<file path="src/rtl/brc_seq_if.sv">
// Request/response bundle for the multi-cycle branch comparator.
// The master side issues compare requests; the slave side is the comparator.
interface brc_seq_if #(
  parameter int WIDTH = 32
);
  logic             i_flush;
  logic             i_valid;
  logic             o_ready;
  logic [WIDTH-1:0] i_rs1_data;
  logic [WIDTH-1:0] i_rs2_data;
  logic [2:0]       i_funct3;
  logic             o_valid;
  logic             i_ready;
  logic             o_br_less;
  logic             o_br_equal;
  logic             o_br_taken;
  logic             o_busy;

  modport slave (
    input  i_flush, i_valid, i_rs1_data, i_rs2_data, i_funct3, i_ready,
    output o_ready, o_valid, o_br_less, o_br_equal, o_br_taken, o_busy
  );

  modport master (
    output i_flush, i_valid, i_rs1_data, i_rs2_data, i_funct3, i_ready,
    input  o_ready, o_valid, o_br_less, o_br_equal, o_br_taken, o_busy
  );
endinterface

</file>
<file path="src/rtl/brc_seq.sv">
// Multi-cycle RISC-V branch comparator: walks the operands SLICE bits per cycle,
// MSB slice first, and returns less/equal/taken over a valid/ready handshake.
module brc_seq #(
  parameter int WIDTH      = 32,
  parameter int SLICE      = 8,
  parameter bit EARLY_EXIT = 1'b1
) (
  input  logic      i_clk,
  input  logic      i_rst,
  brc_seq_if.slave  bus
);
  // WIDTH must be a multiple of SLICE.
  localparam int NSLICE = WIDTH / SLICE;
  localparam int IDXW   = (NSLICE > 1) ? $clog2(NSLICE) : 1;
  localparam logic [WIDTH-1:0] MSB_MASK = {1'b1, {(WIDTH-1){1'b0}}};

  typedef enum logic [1:0] {IDLE, BUSY, DONE} state_t;

  state_t           state, state_n;
  logic [WIDTH-1:0] op_a, op_b;
  logic [2:0]       f3;
  logic [IDXW-1:0]  idx;
  logic             found_diff, diff_less;
  logic             valid_q, less_q, equal_q, taken_q;

  logic             accept;
  logic [WIDTH-1:0] a_shift, b_shift, sign_mask;
  logic [SLICE-1:0] a_slice, b_slice;
  logic             slice_ne, slice_lt;
  logic             decided, dec_less, dec_equal, dec_taken;

  assign accept    = (state == IDLE) && bus.i_valid && !bus.i_flush;
  assign sign_mask = bus.i_funct3[1] ? '0 : MSB_MASK;

  assign a_shift   = op_a >> (32'(idx) * SLICE);
  assign b_shift   = op_b >> (32'(idx) * SLICE);
  assign a_slice   = a_shift[SLICE-1:0];
  assign b_slice   = b_shift[SLICE-1:0];
  assign slice_ne  = (a_slice != b_slice);
  assign slice_lt  = (a_slice < b_slice);

  // Resolve the current slice into a decision; without early exit the first
  // difference seen is remembered and only reported at the last slice.
  always_comb begin
    decided   = 1'b0;
    dec_less  = 1'b0;
    dec_equal = 1'b0;
    if (EARLY_EXIT) begin
      if (slice_ne) begin
        decided  = 1'b1;
        dec_less = slice_lt;
      end else if (idx == '0) begin
        decided   = 1'b1;
        dec_equal = 1'b1;
      end
    end else if (idx == '0) begin
      decided = 1'b1;
      if (found_diff) begin
        dec_less = diff_less;
      end else if (slice_ne) begin
        dec_less = slice_lt;
      end else begin
        dec_equal = 1'b1;
      end
    end
  end

  always_comb begin
    dec_taken = 1'b0;
    case (f3)
      3'b000:         dec_taken = dec_equal;
      3'b001:         dec_taken = !dec_equal;
      3'b100, 3'b110: dec_taken = dec_less;
      3'b101, 3'b111: dec_taken = !dec_less;
      default:        dec_taken = 1'b0;
    endcase
  end

  always_ff @(posedge i_clk or posedge i_rst) begin
    if (i_rst) state <= IDLE;
    else       state <= state_n;
  end

  always_comb begin
    state_n = state;
    if (bus.i_flush) begin
      state_n = IDLE;
    end else begin
      case (state)
        IDLE:    if (bus.i_valid) state_n = BUSY;
        BUSY:    if (decided)     state_n = DONE;
        DONE:    if (bus.i_ready) state_n = IDLE;
        default: state_n = IDLE;
      endcase
    end
  end

  always_ff @(posedge i_clk or posedge i_rst) begin
    if (i_rst) begin
      op_a       <= '0;
      op_b       <= '0;
      f3         <= '0;
      idx        <= '0;
      found_diff <= 1'b0;
      diff_less  <= 1'b0;
      valid_q    <= 1'b0;
      less_q     <= 1'b0;
      equal_q    <= 1'b0;
      taken_q    <= 1'b0;
    end else if (bus.i_flush) begin
      found_diff <= 1'b0;
      valid_q    <= 1'b0;
      less_q     <= 1'b0;
      equal_q    <= 1'b0;
      taken_q    <= 1'b0;
    end else begin
      case (state)
        IDLE: begin
          if (accept) begin
            // Flipping the sign bits turns a signed compare into an unsigned one.
            op_a       <= bus.i_rs1_data ^ sign_mask;
            op_b       <= bus.i_rs2_data ^ sign_mask;
            f3         <= bus.i_funct3;
            idx        <= IDXW'(NSLICE - 1);
            found_diff <= 1'b0;
          end
        end
        BUSY: begin
          if (decided) begin
            valid_q <= 1'b1;
            less_q  <= dec_less;
            equal_q <= dec_equal;
            taken_q <= dec_taken;
          end else begin
            idx <= idx - 1'b1;
            if (!found_diff && slice_ne) begin
              found_diff <= 1'b1;
              diff_less  <= slice_lt;
            end
          end
        end
        DONE: begin
          if (bus.i_ready) valid_q <= 1'b0;
        end
        default: ;
      endcase
    end
  end

  assign bus.o_ready    = (state == IDLE) && !bus.i_flush;
  assign bus.o_busy     = (state == BUSY);
  assign bus.o_valid    = valid_q;
  assign bus.o_br_less  = less_q;
  assign bus.o_br_equal = equal_q;
  assign bus.o_br_taken = taken_q;
endmodule

</file>
<file path="src/flat_wrapper.sv">
// flat-port wrapper written by rule: the top's interface ports become plain ports
module brc_seq_flat 
#(
  parameter int WIDTH      = 32,
  parameter int SLICE      = 8,
  parameter bit EARLY_EXIT = 1'b1
)
  (i_clk, i_rst, bus_i_flush, bus_i_valid, bus_i_rs1_data, bus_i_rs2_data, bus_i_funct3, bus_i_ready, bus_o_ready, bus_o_valid, bus_o_br_less, bus_o_br_equal, bus_o_br_taken, bus_o_busy);
  brc_seq_if #(.WIDTH(WIDTH)) bus_i ();
  input  logic i_clk;
  input  logic i_rst;
  input wire logic [$bits(bus_i.i_flush)-1:0] bus_i_flush;
  input wire logic [$bits(bus_i.i_valid)-1:0] bus_i_valid;
  input wire logic [$bits(bus_i.i_rs1_data)-1:0] bus_i_rs1_data;
  input wire logic [$bits(bus_i.i_rs2_data)-1:0] bus_i_rs2_data;
  input wire logic [$bits(bus_i.i_funct3)-1:0] bus_i_funct3;
  input wire logic [$bits(bus_i.i_ready)-1:0] bus_i_ready;
  output wire logic [$bits(bus_i.o_ready)-1:0] bus_o_ready;
  output wire logic [$bits(bus_i.o_valid)-1:0] bus_o_valid;
  output wire logic [$bits(bus_i.o_br_less)-1:0] bus_o_br_less;
  output wire logic [$bits(bus_i.o_br_equal)-1:0] bus_o_br_equal;
  output wire logic [$bits(bus_i.o_br_taken)-1:0] bus_o_br_taken;
  output wire logic [$bits(bus_i.o_busy)-1:0] bus_o_busy;
  assign bus_i.i_flush = bus_i_flush;
  assign bus_i.i_valid = bus_i_valid;
  assign bus_i.i_rs1_data = bus_i_rs1_data;
  assign bus_i.i_rs2_data = bus_i_rs2_data;
  assign bus_i.i_funct3 = bus_i_funct3;
  assign bus_i.i_ready = bus_i_ready;
  assign bus_o_ready = bus_i.o_ready;
  assign bus_o_valid = bus_i.o_valid;
  assign bus_o_br_less = bus_i.o_br_less;
  assign bus_o_br_equal = bus_i.o_br_equal;
  assign bus_o_br_taken = bus_i.o_br_taken;
  assign bus_o_busy = bus_i.o_busy;
  brc_seq #(.WIDTH(WIDTH), .SLICE(SLICE), .EARLY_EXIT(EARLY_EXIT)) u_core (.i_clk(i_clk), .i_rst(i_rst), .bus(bus_i));
endmodule
</file>
<file path="config.mk">
export PLATFORM = sky130hd
export DESIGN_NAME = brc_seq_flat
export DESIGN_NICKNAME = d
export VERILOG_FILES = /design/src/rtl/brc_seq_if.sv /design/src/rtl/brc_seq.sv /design/src/flat_wrapper.sv
export SDC_FILE = /design/constraint.sdc
export NUM_CORES = 1
export LEC_CHECK = 0
export BUFFER_PORTS_ARGS = -buffer_cell sky130_fd_sc_hd__buf_2
export CAP_MARGIN = 20
export CORE_AREA = 2 2 115 61
export CTS_CLUSTER_DIAMETER = 80
export DETAILED_ROUTE_END_ITERATION = 10
export DIE_AREA = 0 0 117 63
export PLACE_DENSITY = 0.95
export SETUP_SLACK_MARGIN = 0.3
export SKIP_LAST_GASP = 1
export SLEW_MARGIN = 20
export SYNTH_ARGS = -nofsm -noshare
export SYNTH_HDL_FRONTEND = slang
export SYNTH_SLANG_ARGS = --single-unit
</file>
<file path="constraint.sdc">
create_clock -name i_clk -period 5.7 [get_ports i_clk]
set_input_delay 1.14 -clock i_clk [delete_from_list [all_inputs] [get_ports i_clk]]
set_output_delay 1.14 -clock i_clk [all_outputs]
set_load 0.02 [all_outputs]
</file>
==> flow_summary.json <==
{
  "status": "complete, no violations",
  "final_max_slew_viol_count": 0,
  "antennaDiodeCount": 0,
  "io_pins": 78,
  "detail_route.wl_per_cell_um": 15.2,
  "yosysTopAreaCellShare_pct": 51.5,
  "synthSimpleGateAreaFrac_pct": 23.5,
  "grt_pass1_wl_mm": 13.4,
  "synth_cells": 379,
  "synth_top_family_by_area": "simple AND/OR/NAND/NOR gates",
  "cts_tree": "done",
  "synth_compound_area_share_pct": 6.14,
  "grt_use_total_pct": 24.7,
  "dieArea_um2": 7370,
  "drive_gt1_share_pct": 28.4,
  "finalWirelength_mm": 8.31,
  "cp_top_family": "buffers and inverters",
  "syn_nets": 460,
  "ys_seq_area_share_pct": 51.5,
  "worst_slew_pin_slew_ns": 0.898,
  "relSlewSlack_pct": 40.1,
  "cts_root_buffer": "clkbuf_16",
  "synth_area_um2": 3640,
  "critPathBufInv": 2,
  "drt.antenna.violating_nets": 0,
  "combPwrFrac_pct": 20.6,
  "p_int_uw": 1180,
  "vias": 2825,
  "crit_type": "primary input to output port",
  "synth-edff-count": 0,
  "dp.cells": 531,
  "tns_ns": 0,
  "cp_slowest_cell": "nor3_2",
  "grt_pass1_vias": 2764,
  "numPortBuffers": 77,
  "synthMuxAreaShare_pct": 10.7,
  "num_rows": 21,
  "rsz0062_at_grt": "false",
  "period_needed_ns": 2.87,
  "min_path_cells": 2,
  "clkSinkCount": 75,
  "dieWidth_um": 117,
  "switching_share_pct": 27.5,
  "avgSynthCellArea_um2": 9.62,
  "end_kind": "output port",
  "critPathMaxStageDelay_ns": 0.22,
  "clock_skew_ns": 0.00475,
  "seqPwrFrac_pct": 41.8,
  "start_util_pct": 56.6,
  "cts.htree.levels": 3,
  "via_per_inst": 5.16,
  "place_congestion": 0.879,
  "switching_power_uw": 447,
  "start_kind": "primary input",
  "post-route-util_pct": 68.2,
  "clkTransAtPathRegs_ns": 0.06,
  "cts_hold_buf": 0,
  "setup_slack_ns": 2.83,
  "final_common_cell": "nand2_1",
  "mostFrequentLayoutCells": "198 x nand2_1, 77 x buf_2, 74 x dfrtp_1",
  "synth_warnings": 0,
  "drc": 0,
  "arrival_ns": 1.73,
  "ys_ff_latch": 75,
  "place_ws_ns": 2.56,
  "yosys-top-cells-area": "dfrtp_1 51%, nand2_1 20%, mux4_2 9.9%",
  "hold_path.class": "flip-flop to flip-flop",
  "finalSetupViolations": 0,
  "pwr-share-clk_pct": 37.5,
  "area_growth_pct": 20.4,
  "cp.depth": 3,
  "grt_overflow": 0,
  "nNetsFinal": 531,
  "core_um2": 6440,
  "numCtsBuffers": 9,
  "synth_top_area_cell": "dfrtp_1",
  "postCtsSetupRepairBufs": 0,
  "required_ns": 4.56,
  "crit_chain": "buf_2 -> nor3_2 -> buf_2",
  "r2r.worst_path.cells": 6,
  "worstPathMaxFanout": 8,
  "clockBufferDepth": 2,
  "period_share_pct": 50.3,
  "drtIter0Drc": 270,
  "drt-pass1-iter-count": 4,
  "fmax_ghz": 0.349,
  "whs_ns": 0.471,
  "async_flop_share_pct": 100,
  "hold_violations": 0,
  "dp_hpwl_mm": 5.64,
  "antenna_found_initial": 0,
  "grt_max_degree": 76,
  "powerDensity_nw_per_um2": 371,
  "rrSetupSlack_ns": 2.84,
  "clk_latency_ns": 0.33,
  "synth_ff_type": "dfrtp_1",
  "synthAdderAreaFrac_pct": 3.09,
  "fin_cells": 547,
  "ys_types": 37,
  "die_y_um": 63,
  "maxCapViolations": 0,
  "crit_top_cell": "buf_2",
  "synth_xor_area_share_pct": 0.481,
  "ir_worst_vdd_mv": 0.174,
  "post_cts_resize_count": 0,
  "leakage_uw": 0.00236
}
power groups by stage:
stage	combinational (uW)	clock [uW]	sequential [uW]
after CTS	338	623	678
final	336	611	680
after floorplan	266	0	654
after global placement	316	0	680
after global routing	372	650	689
after detailed placement	332	0	683
through the flow:
stage          power, uW  area, um2
2_1_floorplan        921       3640
3_5_place_dp        1020       4060
6_report            1630       4390
5_1_grt             1710       4390
4_1_cts             1640       4390
3_3_place_gp         996       4060
flip-flops by register name, indices dropped and copies added, names as in the netlist:
| register | count |
|---|---|
| u_core.bus.o_valid | 1 |
| u_core.bus.o_br_taken | 1 |
| u_core.bus.o_br_equal | 1 |
| u_core.idx | 2 |
| u_core.op_b | 32 |
| u_core.bus.o_br_less | 1 |
| u_core.op_a | 32 |
| u_core.f3 | 3 |
| u_core.state | 2 |
worst min-delay path, delay by kind of cell, from the launching register on:
kind / cells / cell delay [ns]
flip-flops: 1 / 0.34
AND/OR/NAND/NOR: 2 / 0.10
layout make-up:
type	count	area (um2)
clock buffer	11	253
clock inverter	5	75.1
fill	483	2050
inverter	16	60.1
multi-input combinational	269	1610
sequential	75	1880
tap	92	115
timing repair buffer	79	400
final timing paths:
path	from	endpoint
worst max-delay path	bus_i_flush	bus_o_ready
worst min-delay path	u_core.op_b[25]	u_core.op_b[25]
worst max register to register	u_core.idx[0]	u_core.idx[0]
worst min register to register	u_core.op_b[25]	u_core.op_b[25]
max in group asynchronous	i_rst	u_core.idx[0]
min in group asynchronous	i_rst	u_core.op_b[14]
Yosys cell counts (2+ instances only):
library cell	count
dfrtp_1	75
ha_1	9
nand2_1	199
buf_2	6
o21ai_0	5
o31ai_1	2
o21a_1	2
xor2_1	2
clkbuf_1	4
o31a_2	2
a21oi_1	7
nor2_1	3
inv_1	15
o21bai_4	2
buf_1	3
mux2_4	2
mux4_2	16
o21ai_1	2
buf_4	5
cells by family after synthesis:
group	after synthesis
AO/OA/AOI/OAI	28
AND/OR/NAND/NOR	212
multiplexers	18
adder cells (fa/ha/maj)	9
XOR/XNOR	2
buffers and inverters	35
flip-flops	75
routing by layer:
layer	part of all wire [%]	GRT usage, %	vias up
met4	1.3	8.68	0
met2	44	34.1	96
met5	0	0	-
li1	-	-	1370
met3	6.9	8.05	10
met1	48	36.9	1349
(Power assumes the default switching activity.)
